===== config.mk =====
export PLATFORM = sky130hd
export DESIGN_NAME = seg_scan_driver_flat
export DESIGN_NICKNAME = d
export VERILOG_FILES = /design/src/rtl/seg_pkg.sv /design/src/rtl/seg_scan_driver_if.sv /design/src/rtl/scan_tick_gen.sv /design/src/rtl/seg_scan_driver.sv /design/src/flat_wrapper.sv
export SDC_FILE = /design/constraint.sdc
export NUM_CORES = 1
export LEC_CHECK = 0
export BUFFER_PORTS_ARGS = -buffer_cell sky130_fd_sc_hd__buf_2
export CAP_MARGIN = 30
export CORE_AREA = 2 2 89 91
export CTS_BUF_LIST = sky130_fd_sc_hd__clkbuf_8
export DETAILED_ROUTE_END_ITERATION = 6
export DIE_AREA = 0 0 91 93
export PLACE_DENSITY = 0.74
export RECOVER_POWER = 25
export SLEW_MARGIN = 40
export SYNTH_ARGS = -nofsm -noshare
export SYNTH_HDL_FRONTEND = slang
export SYNTH_SLANG_ARGS = --single-unit
export TNS_END_PERCENT = 100

===== constraint.sdc =====
create_clock -name clk -period 1.9 [get_ports clk]
set_clock_uncertainty 0.15 [all_clocks]
set_input_delay 0 -clock clk [delete_from_list [all_inputs] [get_ports clk]]
set_output_delay 0 -clock clk [all_outputs]
set_load 0.005 [all_outputs]

===== src/rtl/seg_pkg.sv =====
`default_nettype none
// ------------------------------------------------------------------
// seg_pkg : shared constants for the seven-segment scan logic
// Rev 1.0 : initial release
// ------------------------------------------------------------------
package seg_pkg;
  localparam int DIGIT_W        = 4;
  localparam int NUM_DIGITS_DEF = 8;
  localparam int SCAN_DIV_DEF   = 100000;
  localparam int SIM_SCAN_DIV   = 4;
endpackage
`default_nettype wire


===== src/rtl/seg_scan_driver_if.sv =====
`default_nettype none
// ------------------------------------------------------------------
// seg_scan_driver_if : value load / scan output bundle of the driver
// Rev 1.0 : initial release
// ------------------------------------------------------------------
interface seg_scan_driver_if
  import seg_pkg::*;
#(
  parameter int NUM_DIGITS = NUM_DIGITS_DEF
);
  localparam int AN_W = (NUM_DIGITS > 1) ? $clog2(NUM_DIGITS) : 1;

  logic                          load;
  logic [DIGIT_W*NUM_DIGITS-1:0] data_in;
  logic                          blank_lz;
  logic [DIGIT_W-1:0]            digit;
  logic [AN_W-1:0]               an;
  logic [NUM_DIGITS-1:0]         an_n;
  logic                          blank;
  logic                          pending;
  logic                          frame;

  modport master (
    output load, data_in, blank_lz,
    input  digit, an, an_n, blank, pending, frame
  );

  modport slave (
    input  load, data_in, blank_lz,
    output digit, an, an_n, blank, pending, frame
  );
endinterface
`default_nettype wire


===== src/rtl/scan_tick_gen.sv =====
`default_nettype none
// ------------------------------------------------------------------
// scan_tick_gen : free-running divider, one-cycle tick every DIV clks
// Rev 1.0 : initial release
// ------------------------------------------------------------------
module scan_tick_gen #(
  parameter int DIV = 100000
) (
  input  wire  clk,
  input  wire  rst,
  output logic tick
);
  localparam int             CNT_W    = (DIV > 1) ? $clog2(DIV) : 1;
  localparam logic [CNT_W-1:0] CNT_LAST = CNT_W'(DIV - 1);

  logic [CNT_W-1:0] r_cnt;

  assign tick = (r_cnt == CNT_LAST);

  always_ff @(posedge clk) begin
    if (rst) begin
      r_cnt <= '0;
    end else if (tick) begin
      r_cnt <= '0;
    end else begin
      r_cnt <= r_cnt + 1'b1;
    end
  end
endmodule
`default_nettype wire


===== src/rtl/seg_scan_driver.sv =====
`default_nettype none
// ------------------------------------------------------------------
// seg_scan_driver : multiplexed 7-seg digit scanner, frame-buffered
// Rev 1.0 : initial release
// ------------------------------------------------------------------
module seg_scan_driver
  import seg_pkg::*;
#(
  parameter int NUM_DIGITS = NUM_DIGITS_DEF,
  parameter int SCAN_DIV   = SCAN_DIV_DEF
) (
  input wire               clk,
  input wire               rst,
  seg_scan_driver_if.slave bus
);
  localparam int              AN_W     = (NUM_DIGITS > 1) ? $clog2(NUM_DIGITS) : 1;
  localparam int              DATA_W   = DIGIT_W * NUM_DIGITS;
  localparam logic [AN_W-1:0] LAST_IDX = AN_W'(NUM_DIGITS - 1);

  logic              w_tick;
  logic              w_boundary;
  logic [AN_W-1:0]   r_idx;
  logic [DATA_W-1:0] r_disp;
  logic [DATA_W-1:0] r_pend;
  logic              r_pend_valid;
  logic              r_frame;
  logic [AN_W-1:0]   w_msd;
  logic              w_blank;

  scan_tick_gen #(
    .DIV (SCAN_DIV)
  ) u_tick (
    .clk  (clk),
    .rst  (rst),
    .tick (w_tick)
  );

  assign w_boundary = w_tick && (r_idx == LAST_IDX);

  always_ff @(posedge clk) begin
    if (rst) begin
      r_idx        <= '0;
      r_disp       <= '0;
      r_pend       <= '0;
      r_pend_valid <= 1'b0;
      r_frame      <= 1'b0;
    end else begin
      r_frame <= w_boundary;
      if (w_tick) begin
        r_idx <= r_idx + 1'b1;
      end
      if (w_boundary && r_pend_valid) begin
        r_disp       <= r_pend;
        r_pend_valid <= 1'b0;
      end
      // A load on the boundary cycle lands after the transfer and stays pending
      if (bus.load) begin
        r_pend       <= bus.data_in;
        r_pend_valid <= 1'b1;
      end
    end
  end

  // Highest nonzero digit of the displayed value; 0 when the value is 0
  always_comb begin
    w_msd = '0;
    for (int k = 1; k < NUM_DIGITS; k++) begin
      if (r_disp[DIGIT_W*k +: DIGIT_W] != '0) begin
        w_msd = AN_W'(k);
      end
    end
  end

  assign w_blank     = bus.blank_lz && (r_idx > w_msd);
  assign bus.digit   = r_disp[DIGIT_W*r_idx +: DIGIT_W];
  assign bus.an      = r_idx;
  assign bus.an_n    = w_blank ? '1 : ~(NUM_DIGITS'(1) << r_idx);
  assign bus.blank   = w_blank;
  assign bus.pending = r_pend_valid;
  assign bus.frame   = r_frame;
endmodule
`default_nettype wire


===== src/flat_wrapper.sv =====
// flat-port wrapper written by rule: the top's interface ports become plain ports
module seg_scan_driver_flat import seg_pkg::*;
#(
  parameter int NUM_DIGITS = NUM_DIGITS_DEF,
  parameter int SCAN_DIV   = SCAN_DIV_DEF
)
  (clk, rst, bus_load, bus_data_in, bus_blank_lz, bus_digit, bus_an, bus_an_n, bus_blank, bus_pending, bus_frame);
  seg_scan_driver_if #(.NUM_DIGITS(NUM_DIGITS)) bus_i ();
  input wire clk;
  input wire rst;
  input wire logic [$bits(bus_i.load)-1:0] bus_load;
  input wire logic [$bits(bus_i.data_in)-1:0] bus_data_in;
  input wire logic [$bits(bus_i.blank_lz)-1:0] bus_blank_lz;
  output wire logic [$bits(bus_i.digit)-1:0] bus_digit;
  output wire logic [$bits(bus_i.an)-1:0] bus_an;
  output wire logic [$bits(bus_i.an_n)-1:0] bus_an_n;
  output wire logic [$bits(bus_i.blank)-1:0] bus_blank;
  output wire logic [$bits(bus_i.pending)-1:0] bus_pending;
  output wire logic [$bits(bus_i.frame)-1:0] bus_frame;
  assign bus_i.load = bus_load;
  assign bus_i.data_in = bus_data_in;
  assign bus_i.blank_lz = bus_blank_lz;
  assign bus_digit = bus_i.digit;
  assign bus_an = bus_i.an;
  assign bus_an_n = bus_i.an_n;
  assign bus_blank = bus_i.blank;
  assign bus_pending = bus_i.pending;
  assign bus_frame = bus_i.frame;
  seg_scan_driver #(.NUM_DIGITS(NUM_DIGITS), .SCAN_DIV(SCAN_DIV)) u_core (.clk(clk), .rst(rst), .bus(bus_i));
endmodule

==> results by group <==
Status
  • Outcome: complete, but fails checks
  • Violated checks: negative setup slack

Worst setup path
  • Critical path buffer and inverter count: 2
  • Setup CP Type: flip-flop to output port
  • Worst R2R Setup Slack: 30 ps
  • Critical Path, Cell by Cell: nor4_1 > a21oi_2 > nor2_1 > ha_1 > nor2b_1 > o21a_1 > o211ai_1 > buf_4 > nand3_1 > buf_2
  • Worst path slowest cell: nor4_1
  • Delay of the slowest critical-path stage: 460 ps
  • Largest fanout on the critical path: 5
  • Crit start category: flip-flop
  • CP Capture Type: output port
  • Worst Path Arrival: 2560 ps
  • Crit Reg-Reg Endpoint: u_core.r_disp[5]
  • Worst EP required: 1750 ps
  • Worst reg2reg path depth: 7
  • CP top delay family: simple AND/OR/NAND/NOR gates
  • Critical R2R Launch: u_core.bus.an[1]

Floorplan
  • Core Region: 0.00753 sq mm
  • Die Height: 93 microns
  • Rows: 32
  • Ports: 54
  • Die Width: 91 microns
  • Initial Util: 51.2%
  • Die ar.: 0.00846 sq mm

Final layout
  • Nets: 575
  • Finished Core Util: 67.5%
  • Antenna diode count: 0
  • Layout cell share with drive strength beyond 1: 23.6%
  • Layout area overhead: 32.0%

Route
  • Final ANT Viol Nets: 0
  • Drc violations: 0
  • Via count: 3624
  • WL final: 9740 microns
  • Drt pass-1 iters: 5
  • Drt wl/cell: 15.3 microns
  • Vias per inst: 5.70
  • Initial DRC Count: 152

Hold path
  • Hold Path Cell Cnt: 4
  • Hold_sp: bus_load
  • Worst hold path type: input pin to flip-flop
  • WHS Endpoint: u_core.bus.pending

Timing
  • Total negative slack: -6980 ps
  • Worst slew pin tran: 1120 ps
  • Rel. slew slack: 25.2%
  • RSZ-0062 raised after global routing: yes
  • Pins Over Slew Limit: 0
  • Final setup margin: -814 ps
  • Final hold vios: 0
  • Final Critical Period: 2710 ps
  • Final worst path period share: 143%
  • Final setup viols: 9
  • F_max: 368 MHz

Yosys
  • #FFs+latches synth: 86
  • Top cells by count, synth: dfxtp_1 (86), nor2_1 (50), a21oi_1 (40), nand4_1 (37), o21ai_0 (37)
  • Leading area contributor after synthesis: dfxtp_1
  • Most common cell in the netlist: dfxtp_1
  • Syn Inst Count: 431
  • Number of synthesized flops with an enable pin: 0
  • Distinct cells, synth: 34
  • Synth Warn #: 0
  • Top post-synthesis cells by area: dfxtp_1 (45%), mux2i_1 (8.3%), nand4_1 (6.0%)
  • Ys async rst share: 0%
  • Most used DFF post-synth: dfxtp_1
  • Cell area after synthesis: 0.00385 sq mm
  • Sequential element share of the synthesized area: 44.7%
  • Syn Area/Cell: 8.94 sq um
  • Yosys top cell area share: 44.7%
  • Post-synthesis net count: 477

Global route
  • Vias in the first global route: 3373
  • Gr usage total: 23.2%
  • Grt ovf: 0
  • First-pass GRT wire length: 16000 microns
  • Pin count of the biggest net entering global routing: 44
  • Initial antenna violation count: 0

Clocking
  • Clock Root Buffer: clkbuf_8
  • Clk_lat worst skew: 350 ps
  • CTS sink count: 86
  • Bufs on Longest Clock Path: 2
  • Reg clk slew, reported paths: 80 ps
  • H-tree Lvls: 3
  • Cts bufs inserted: 9
  • CTS tree: done

Power and ir drop
  • Pwr dens: 703 mW/mm^2
  • Sw Share: 21.3%
  • Int Power: 0.00281 W
  • Net switching power: 0.000759 W
  • Comb power frac: 6.0%
  • Clock power share: 41.5%
  • VDD IR max: 421 uV
  • Seq pwr share: 52.6%
  • Leak Pwr: 2.01 nW

Placed design
  • DP HPWL: 6260 microns
  • GP Congestion: 0.851
  • Port bufs: 53

Flow run
  • Max-capacitance violation count: 0
[power by group through the flow]
stage	combinational, W	clock (W)	sequential [W]
detailed placement	0.000166	0	0.00192
global placement	0.000160	0	0.00192
global route	0.000237	0.00156	0.00188
CTS	0.000218	0.00149	0.00188
floorplan	0.000107	0	0.00191
finish	0.000214	0.00148	0.00188
[final cells by class]
| class | instances | area, sq um |
|---|---|---|
| clock buffer | 12 | 165 |
| clock inverter | 4 | 68.8 |
| fill | 639 | 2440 |
| inverter | 11 | 41.3 |
| multi-input combinational | 300 | 2030 |
| sequential | 86 | 1730 |
| tap | 102 | 128 |
| timing repair buffer | 121 | 920 |
[kinds of logic (layout without fill, tap and decap cells)]
| family | Yosys count | after routing | share of synthesized area [%] |
|---|---|---|---|
| muxes | 40 | 40 | 13.0 |
| AOI/OAI and AO/OA | 84 | 84 | 11.4 |
| xor gates and xnor gates | 12 | 12 | 2.73 |
| and+or+nand+nor | 154 | 154 | 20.2 |
| buffers and inverters | 45 | 148 | 4.68 |
| DFF | 86 | 86 | 44.7 |
| adders and majority gates | 10 | 10 | 3.25 |
[worst max-delay path by stage]
stage	startpoint	to	slack, ps	cells after the start
after floorplan	u_core.r_disp[20]	bus_an_n[1]	-210	9
after global placement	u_core.r_disp[20]	bus_an_n[6]	-260	11
after detailed placement	u_core.r_disp[8]	bus_an_n[4]	-370	11
after CTS	u_core.r_disp[20]	bus_an_n[0]	-740	11
after global routing	u_core.r_disp[12]	bus_an_n[1]	-1060	10
final	u_core.r_disp[12]	bus_an_n[1]	-810	10
[routing by layer]
metal | routed length, microns | vias up | global-route usage, %
met5 | 0 | - | 0
met1 | 4270 | 1741 | 29.1
met3 | 505 | 18 | 4.83
met2 | 4790 | 107 | 39.4
met4 | 177 | 0 | 8.84
li1 | - | 1758 | -
[metrics by stage]
step | hold WS [ps] | setup slack [ps] | instances | instance area [sq um] | total power [W]
3_5_place_dp | 89.9 | -369 | 583 | 4400 | 0.00208
5_1_grt | 126 | -1060 | 636 | 5080 | 0.00368
2_1_floorplan | -2.85 | -210 | 431 | 3870 | 0.00202
4_1_cts | 115 | -742 | 635 | 5020 | 0.00358
6_report | 104 | -814 | 636 | 5080 | 0.00357
3_3_place_gp | 84.7 | -257 | 583 | 4400 | 0.00208
[tightest hold or removal path, stage by stage]
cell	delay (ps)
buf_2	90
buf_4	280
inv_1	100
a21oi_1	70
[layout by cell type, fill, tap and decap left out, types with 21 or more instances in the layout]
cell           instances
dlygate4sd3_1         33
nand2_1               21
o21ai_0               31
dfxtp_1               83
mux2i_1               32
nand4_1               37
buf_4                 27
a21oi_1               39
nor2_1                50
buf_2                 50
[registers in the layout, indices dropped and copies added, names as in the netlist]
name                 cells
u_core.r_disp           32
u_core.r_pend           32
u_core.u_tick.r_cnt     17
u_core.bus.an            3
u_core.bus.frame         1
u_core.bus.pending       1
[repair_timing]
item	CTS	global route
setup buffers	2	0
pin swaps	2	1
hold buffers	33	0
endpoints found under the hold margin	34	0
gates cloned	1	1
resized for setup	9	19
endpoints found under the setup margin	13	63
Power figures use the tool's default switching activity.
